===== src/rtl/decode_issue.sv =====
// Decode/operand-issue stage feeding the Executer: assembles 16/32-bit V850 instructions,
// reads GR, inserts a single RAW bubble and drives registered operands every cycle.
module decode_issue #(
    parameter logic [9:0] NOP_SEL      = 10'h200,
    parameter bit         HAZARD_CHECK = 1'b1
) (
    input  logic              clk,
    input  logic              rst,
    input  logic [15:0]       hw_i,
    input  logic              hw_valid_i,
    output logic              hw_ready_o,
    input  logic              flush_i,
    input  logic [31:0][31:0] gr_i,
    output logic [4:0]        destination_o,
    output logic [31:0]       reg1_o,
    output logic [31:0]       reg2_o,
    output logic [31:0]       reg3_o,
    output logic              increment_bit_o,
    output logic [9:0]        circuit_sel_o,
    output logic              illegal_o
);
    typedef enum logic [1:0] {S_FIRST, S_SECOND, S_STALL} state_t;

    localparam logic [5:0] OP_ADD   = 6'b001110;
    localparam logic [5:0] OP_ADDI5 = 6'b010010;
    localparam logic [5:0] OP_SUB   = 6'b001101;
    localparam logic [5:0] OP_CMP   = 6'b001111;
    localparam logic [5:0] OP_CMPI5 = 6'b010011;
    localparam logic [5:0] OP_AND   = 6'b001010;
    localparam logic [5:0] OP_OR    = 6'b001000;
    localparam logic [5:0] OP_DIVH  = 6'b000010;
    localparam logic [5:0] OP_ADDI  = 6'b110000;
    localparam logic [5:0] OP_ANDI  = 6'b110110;
    localparam logic [5:0] OP_ORI   = 6'b110100;

    state_t      r_state, w_state_next;
    logic [15:0] r_hw, r_imm;
    logic [4:0]  r_dest;
    logic [31:0] r_reg1, r_reg2;
    logic [9:0]  r_sel;
    logic        r_illegal, r_issued;

    logic [15:0] w_hw, w_imm;
    logic [4:0]  w_f_reg1, w_f_reg2;
    logic [5:0]  w_op;
    logic [31:0] w_gr1, w_gr2, w_sext5;
    logic        w_legal, w_long, w_use1, w_use2;
    logic [9:0]  w_sel;
    logic [4:0]  w_dest;
    logic [31:0] w_op1, w_op2;
    logic        w_accept, w_hazard, w_issue, w_latch_hw, w_latch_imm, w_illegal_next;

    // Outside FIRST the opcode halfword comes from the holding register.
    assign w_hw     = (r_state == S_FIRST) ? hw_i : r_hw;
    assign w_imm    = (r_state == S_SECOND) ? hw_i : r_imm;
    assign w_f_reg2 = w_hw[15:11];
    assign w_op     = w_hw[10:5];
    assign w_f_reg1 = w_hw[4:0];
    assign w_gr1    = (w_f_reg1 == 5'd0) ? 32'd0 : gr_i[w_f_reg1];
    assign w_gr2    = (w_f_reg2 == 5'd0) ? 32'd0 : gr_i[w_f_reg2];
    assign w_sext5  = {{27{w_f_reg1[4]}}, w_f_reg1};

    always_comb begin
        w_legal = 1'b1;
        w_long  = 1'b0;
        w_use1  = 1'b1;
        w_use2  = 1'b1;
        w_sel   = NOP_SEL;
        w_dest  = w_f_reg2;
        w_op1   = w_gr1;
        w_op2   = w_gr2;
        case (w_op)
            OP_ADD:   w_sel = 10'h020;
            OP_ADDI5: begin w_sel = 10'h020; w_op1 = w_sext5; w_use1 = 1'b0; end
            OP_SUB:   begin w_sel = 10'h000; w_op1 = -w_gr1; end
            OP_CMP:   begin w_sel = 10'h000; w_op1 = -w_gr1; w_dest = 5'd0; end
            OP_CMPI5: begin w_sel = 10'h000; w_op1 = -w_sext5; w_use1 = 1'b0; w_dest = 5'd0; end
            OP_AND:   w_sel = 10'h002;
            OP_OR:    w_sel = 10'h003;
            OP_DIVH:  begin w_sel = 10'h008; w_op1 = {{16{w_gr1[15]}}, w_gr1[15:0]}; end
            OP_ADDI:  begin
                w_long = 1'b1; w_sel = 10'h020; w_use2 = 1'b0;
                w_op1 = {{16{w_imm[15]}}, w_imm}; w_op2 = w_gr1;
            end
            OP_ANDI:  begin
                w_long = 1'b1; w_sel = 10'h002; w_use2 = 1'b0;
                w_op1 = {16'h0000, w_imm}; w_op2 = w_gr1;
            end
            OP_ORI:   begin
                w_long = 1'b1; w_sel = 10'h003; w_use2 = 1'b0;
                w_op1 = {16'h0000, w_imm}; w_op2 = w_gr1;
            end
            default:  begin w_legal = 1'b0; w_use1 = 1'b0; w_use2 = 1'b0; end
        endcase
    end

    assign hw_ready_o = (r_state != S_STALL) && !flush_i;
    assign w_accept   = hw_valid_i && hw_ready_o;
    // r_issued distinguishes a real issue from held outputs behind a NOP.
    assign w_hazard   = HAZARD_CHECK && r_issued && (r_dest != 5'd0) &&
                        ((w_use1 && (w_f_reg1 == r_dest)) || (w_use2 && (w_f_reg2 == r_dest)));

    always_ff @(posedge clk) begin
        if (rst) r_state <= S_FIRST;
        else     r_state <= w_state_next;
    end

    always_comb begin
        w_state_next   = r_state;
        w_issue        = 1'b0;
        w_latch_hw     = 1'b0;
        w_latch_imm    = 1'b0;
        w_illegal_next = 1'b0;
        if (flush_i) begin
            w_state_next = S_FIRST;
        end else begin
            case (r_state)
                S_FIRST: if (w_accept) begin
                    if (!w_legal)      w_illegal_next = 1'b1;
                    else if (w_long)   begin w_latch_hw = 1'b1; w_state_next = S_SECOND; end
                    else if (w_hazard) begin w_latch_hw = 1'b1; w_state_next = S_STALL; end
                    else               w_issue = 1'b1;
                end
                S_SECOND: if (w_accept) begin
                    if (w_hazard) begin w_latch_imm = 1'b1; w_state_next = S_STALL; end
                    else          begin w_issue = 1'b1; w_state_next = S_FIRST; end
                end
                S_STALL: begin
                    w_issue      = 1'b1;
                    w_state_next = S_FIRST;
                end
                default: w_state_next = S_FIRST;
            endcase
        end
    end

    always_ff @(posedge clk) begin
        if (rst) begin
            r_hw      <= 16'h0000;
            r_imm     <= 16'h0000;
            r_dest    <= 5'd0;
            r_reg1    <= 32'd0;
            r_reg2    <= 32'd0;
            r_sel     <= NOP_SEL;
            r_illegal <= 1'b0;
            r_issued  <= 1'b0;
        end else begin
            r_illegal <= w_illegal_next;
            r_issued  <= w_issue;
            if (w_latch_hw)  r_hw  <= hw_i;
            if (w_latch_imm) r_imm <= hw_i;
            if (w_issue) begin
                r_sel  <= w_sel;
                r_dest <= w_dest;
                r_reg1 <= w_op1;
                r_reg2 <= w_op2;
            end else begin
                r_sel  <= NOP_SEL;
            end
        end
    end

    assign destination_o   = r_dest;
    assign reg1_o          = r_reg1;
    assign reg2_o          = r_reg2;
    assign reg3_o          = 32'd0;
    assign increment_bit_o = 1'b0;
    assign circuit_sel_o   = r_sel;
    assign illegal_o       = r_illegal;
endmodule

===== config.mk =====
export PLATFORM = sky130hd
export DESIGN_NAME = decode_issue
export DESIGN_NICKNAME = d
export VERILOG_FILES = /design/src/rtl/decode_issue.sv
export SDC_FILE = /design/constraint.sdc
export NUM_CORES = 2
export LEC_CHECK = 0
export ABC_AREA = 1
export CORE_AREA = 2 2 448 450
export DETAILED_ROUTE_END_ITERATION = 10
export DIE_AREA = 0 0 450 452
export SYNTH_ARGS = -nofsm -noshare
export SYNTH_HDL_FRONTEND = slang
export SYNTH_SLANG_ARGS = --single-unit

===== constraint.sdc =====
create_clock -name clk -period 5.4 [get_ports clk]
set_input_delay 1.35 -clock clk [delete_from_list [all_inputs] [get_ports clk]]
set_output_delay 1.35 -clock clk [all_outputs]
set_load 0.03 [all_outputs]

==> flow_metrics.py <==
metrics = {
    "pwr": {
        "fin_total_pwr_mw": 5.20,
        "power.density_nw_per_um2": 123,
        "static-leakage-power_nw": 18.2,
        "vdd_ir_drop_max_v": 0.000181,
    },
    "worst_setup_path": {
        "crit_path_start_kind": "primary input",
        "worst_ep_required_time_ns": 5.67,
        "r2r_slack_ns": 1.27,
        "critical_path.max_fanout": 62,
        "critPathCaptureType": "register",
        "worst-setup-path-type": "in -> reg",
        "cp_data_arrival_time_ns": 4.95,
    },
    "clocking": {
        "cts.repair_timing.setup_buffer_count": 0,
        "cts_hold_repair.buffers": 0,
        "cts_max_level": 3,
        "worstSkewPairLatency_ns": 0.39,
        "root_buffer_master": "clkbuf_16",
        "cts.clk_slew.worst_paths_ns": 0.08,
        "cts_repair_resize_count": 0,
        "cts_tree": "done",
        "tritoncts_num_sinks": 110,
        "clock_tree.buffer_depth": 2,
        "cts-buffers-inserted": 9,
    },
    "synth": {
        "number_of_enable_type_register_cells_in_the_synthesized_netlist": 0,
        "seq_area_frac_synth_pct": 8.09,
        "synth-async-reset-ratio_pct": 0,
        "synth-warning-count": 0,
        "most_used_flip_flop_cell_after_synthesis": "dfxtp_1",
        "synth_cells": 5758,
        "post_synth.cell_area_avg_sq_um": 4.72,
        "synth_area_leaders": "nand2_1, nand3_1, dfxtp_1, clkbuf_1, buf_2",
        "synth_top_area_share_pct": 36.1,
        "register_bit_count_reported_by_yosys": 110,
        "yosysMostFrequentCell": "nand2_1",
        "yosysTopAreaCell": "nand2_1",
        "synthesized_area_sq_um": 27200,
        "synth.lib_cells_used.distinct": 49,
        "synth_commonest_cells": "nand2_1, nand3_1, clkbuf_1",
    },
    "drt": {
        "postRouteAntennaNets": 0,
        "drt_iter0_drc": 7033,
        "mean_routed_wirelength_per_cell_microns": 28.5,
        "detail_route.first_pass.iterations": 7,
        "routed_via_density": 4.86,
        "totalWireLength_microns": 266000,
        "detailroute.via_count": 45300,
        "drc_errors": 0,
    },
    "global_routing": {
        "grt_max_degree": 112,
        "antenna_found_initial": 165,
        "via_count_of_the_first_global_routing_pass": 40811,
        "sum_of_overflow_across_all_layers_after_global_routing": 0,
        "gr_usage_total_pct": 24.7,
        "grt_first_pass_wirelength_microns": 353000,
    },
    "placement": {
        "dp_worst_setup_slack_ns": 0.293,
        "place_hpwl_microns": 211000,
        "placement.cell_area_sq_um": 41700,
        "place.port_buffers": 1119,
        "gp_congestion": 0.984,
        "place.detailed.instances": 9227,
    },
    "floorplan": {
        "initial_utilization_pct": 13.7,
        "chipHeight_microns": 452,
        "floorplan.die_area_sq_um": 203000,
        "number_of_primary_i_o_pins": 1158,
        "core_region_area_sq_um": 199000,
        "placementRows": 164,
        "die-width_microns": 450,
    },
    "sta": {
        "setup_ws_ns": 0.713,
        "layout_min_cycle_time_ns": 4.69,
        "fmaxAchievable_ghz": 0.213,
        "clock_skew_ns": 0.0158,
        "rsz0062_at_grt": "no",
        "slew_headroom_pct": 39.7,
        "tightestPinTransition_ns": 0.905,
        "final.period_utilization_pct": 86.8,
        "final_report_max_slew_violation_count": 0,
        "setup-violations-final": 0,
        "setup-tns-final_ns": 0,
        "final_hold_viol_count": 0,
        "timing.hold.ws_ns": 0.447,
    },
    "job": {
        "maxCapViolCount": 0,
    },
    "final_layout": {
        "final-instance-count-excl-fill": 9319,
        "post_route_cell_area_sq_um": 42200,
        "drive_above_1_share_pct": 3.99,
        "finish.utilization_pct": 21.3,
        "area.growth.synth_to_final_pct": 55.2,
        "finish.net_count": 7634,
    },
    "status": {
        "run_status": "finished clean",
    },
    "worst_hold_path": {
        "hp-class": "reg -> reg",
    },
}
==> sequential cells by signal, indices dropped and copies added, names as in the netlist <==
register       count
destination_o      5
reg1_o            32
r_issued           1
illegal_o          1
r_state            2
r_imm             16
r_hw              16
circuit_sel_o      5
reg2_o            32
==> worst paths after layout <==
path / startpoint / end / cells past startpoint
max: hw_i[0] / reg1_o[12]$_SDFFE_PP0P_ / 26
min: r_imm[1]$_SDFFE_PP0P_ / r_imm[1]$_SDFFE_PP0P_ / 2
max reg2reg: r_state[1]$_SDFFE_PP0P_ / reg1_o[5]$_SDFFE_PP0P_ / 20
min reg2reg: r_imm[1]$_SDFFE_PP0P_ / r_imm[1]$_SDFFE_PP0P_ / 2
==> cells in the final DEF (no fill, tap or decap), types with 38 or more instances in the layout <==
| master | Yosys | routed |
|---|---|---|
| a21oi_1 | 144 | 143 |
| buf_12 | 0 | 67 |
| buf_4 | 88 | 110 |
| clkdlybuf4s50_1 | 0 | 1119 |
| conb_1 | 1 | 38 |
| dfxtp_1 | 110 | 110 |
| diode_2 | 0 | 76 |
| inv_1 | 179 | 173 |
| nand2_1 | 2615 | 2612 |
| nand3_1 | 1729 | 1729 |
| nor2_1 | 141 | 141 |
| o21ai_0 | 139 | 139 |
==> power breakdown <==
group / switching (mW) / internal [mW] / total, mW
logic: 2.19 / 1.44 / 3.63
registers: 0.0104 / 0.822 / 0.833
clock network: 0.369 / 0.368 / 0.737
==> metal layers <==
metal / vias up / track usage, % / routed length [microns]
met4: 82 / 13.4 / 16100
li1: 20592 / - / -
met3: 618 / 6.68 / 26700
met1: 21036 / 30.0 / 102000
met5: - / 0 / 554
met2: 2972 / 39.6 / 120000
==> worst max-delay path, stage by stage <==
cell	delay, ns
clkdlybuf4s50_1	0.51
inv_1	0.16
nand2_4	0.09
nand2_8	0.15
buf_12	0.20
buf_12	0.30
buf_4	0.21
nand2_1	0.05
nand3_1	0.08
nand2_1	0.06
nand2_1	0.05
nand2_1	0.05
inv_1	0.06
nand2_1	0.05
nand2_1	0.08
nand3_2	0.24
ha_1	0.29
nand2_1	0.12
nor2_2	0.07
nand2_2	0.14
nor2_2	0.08
or2_1	0.21
nand3_1	0.06
nand2_1	0.07
nand2_1	0.07
a21oi_1	0.05
==> cell families (layout without fill, tap and decap cells) <==
family                   count (synthesis)  after routing  synth area share (%)
AND/OR/NAND/NOR                       4552           4552                  71.8
buffers and inverters                  710           1502                  11.8
AO/OA/AOI/OAI                          369            369                  7.64
flip-flops                             110            110                  8.09
adder cells (fa/ha/maj)                  8              8                 0.368
XOR/XNOR                                 8              8                 0.258
other                                    1            114                0.0138
==> area by class of cell <==
cell class | instances | area (sq um)
Sequential cell | 110 | 2200
Clock buffer | 9 | 225
Tap cell | 2656 | 3320
Antenna cell | 76 | 190
Fill cell | 23268 | 156000
Timing Repair Buffer | 1296 | 13400
Inverter | 190 | 747
Clock inverter | 7 | 80.1
Multi-Input combinational cell | 4975 | 22100
Note: power is estimated with default switching activity, not from simulation.
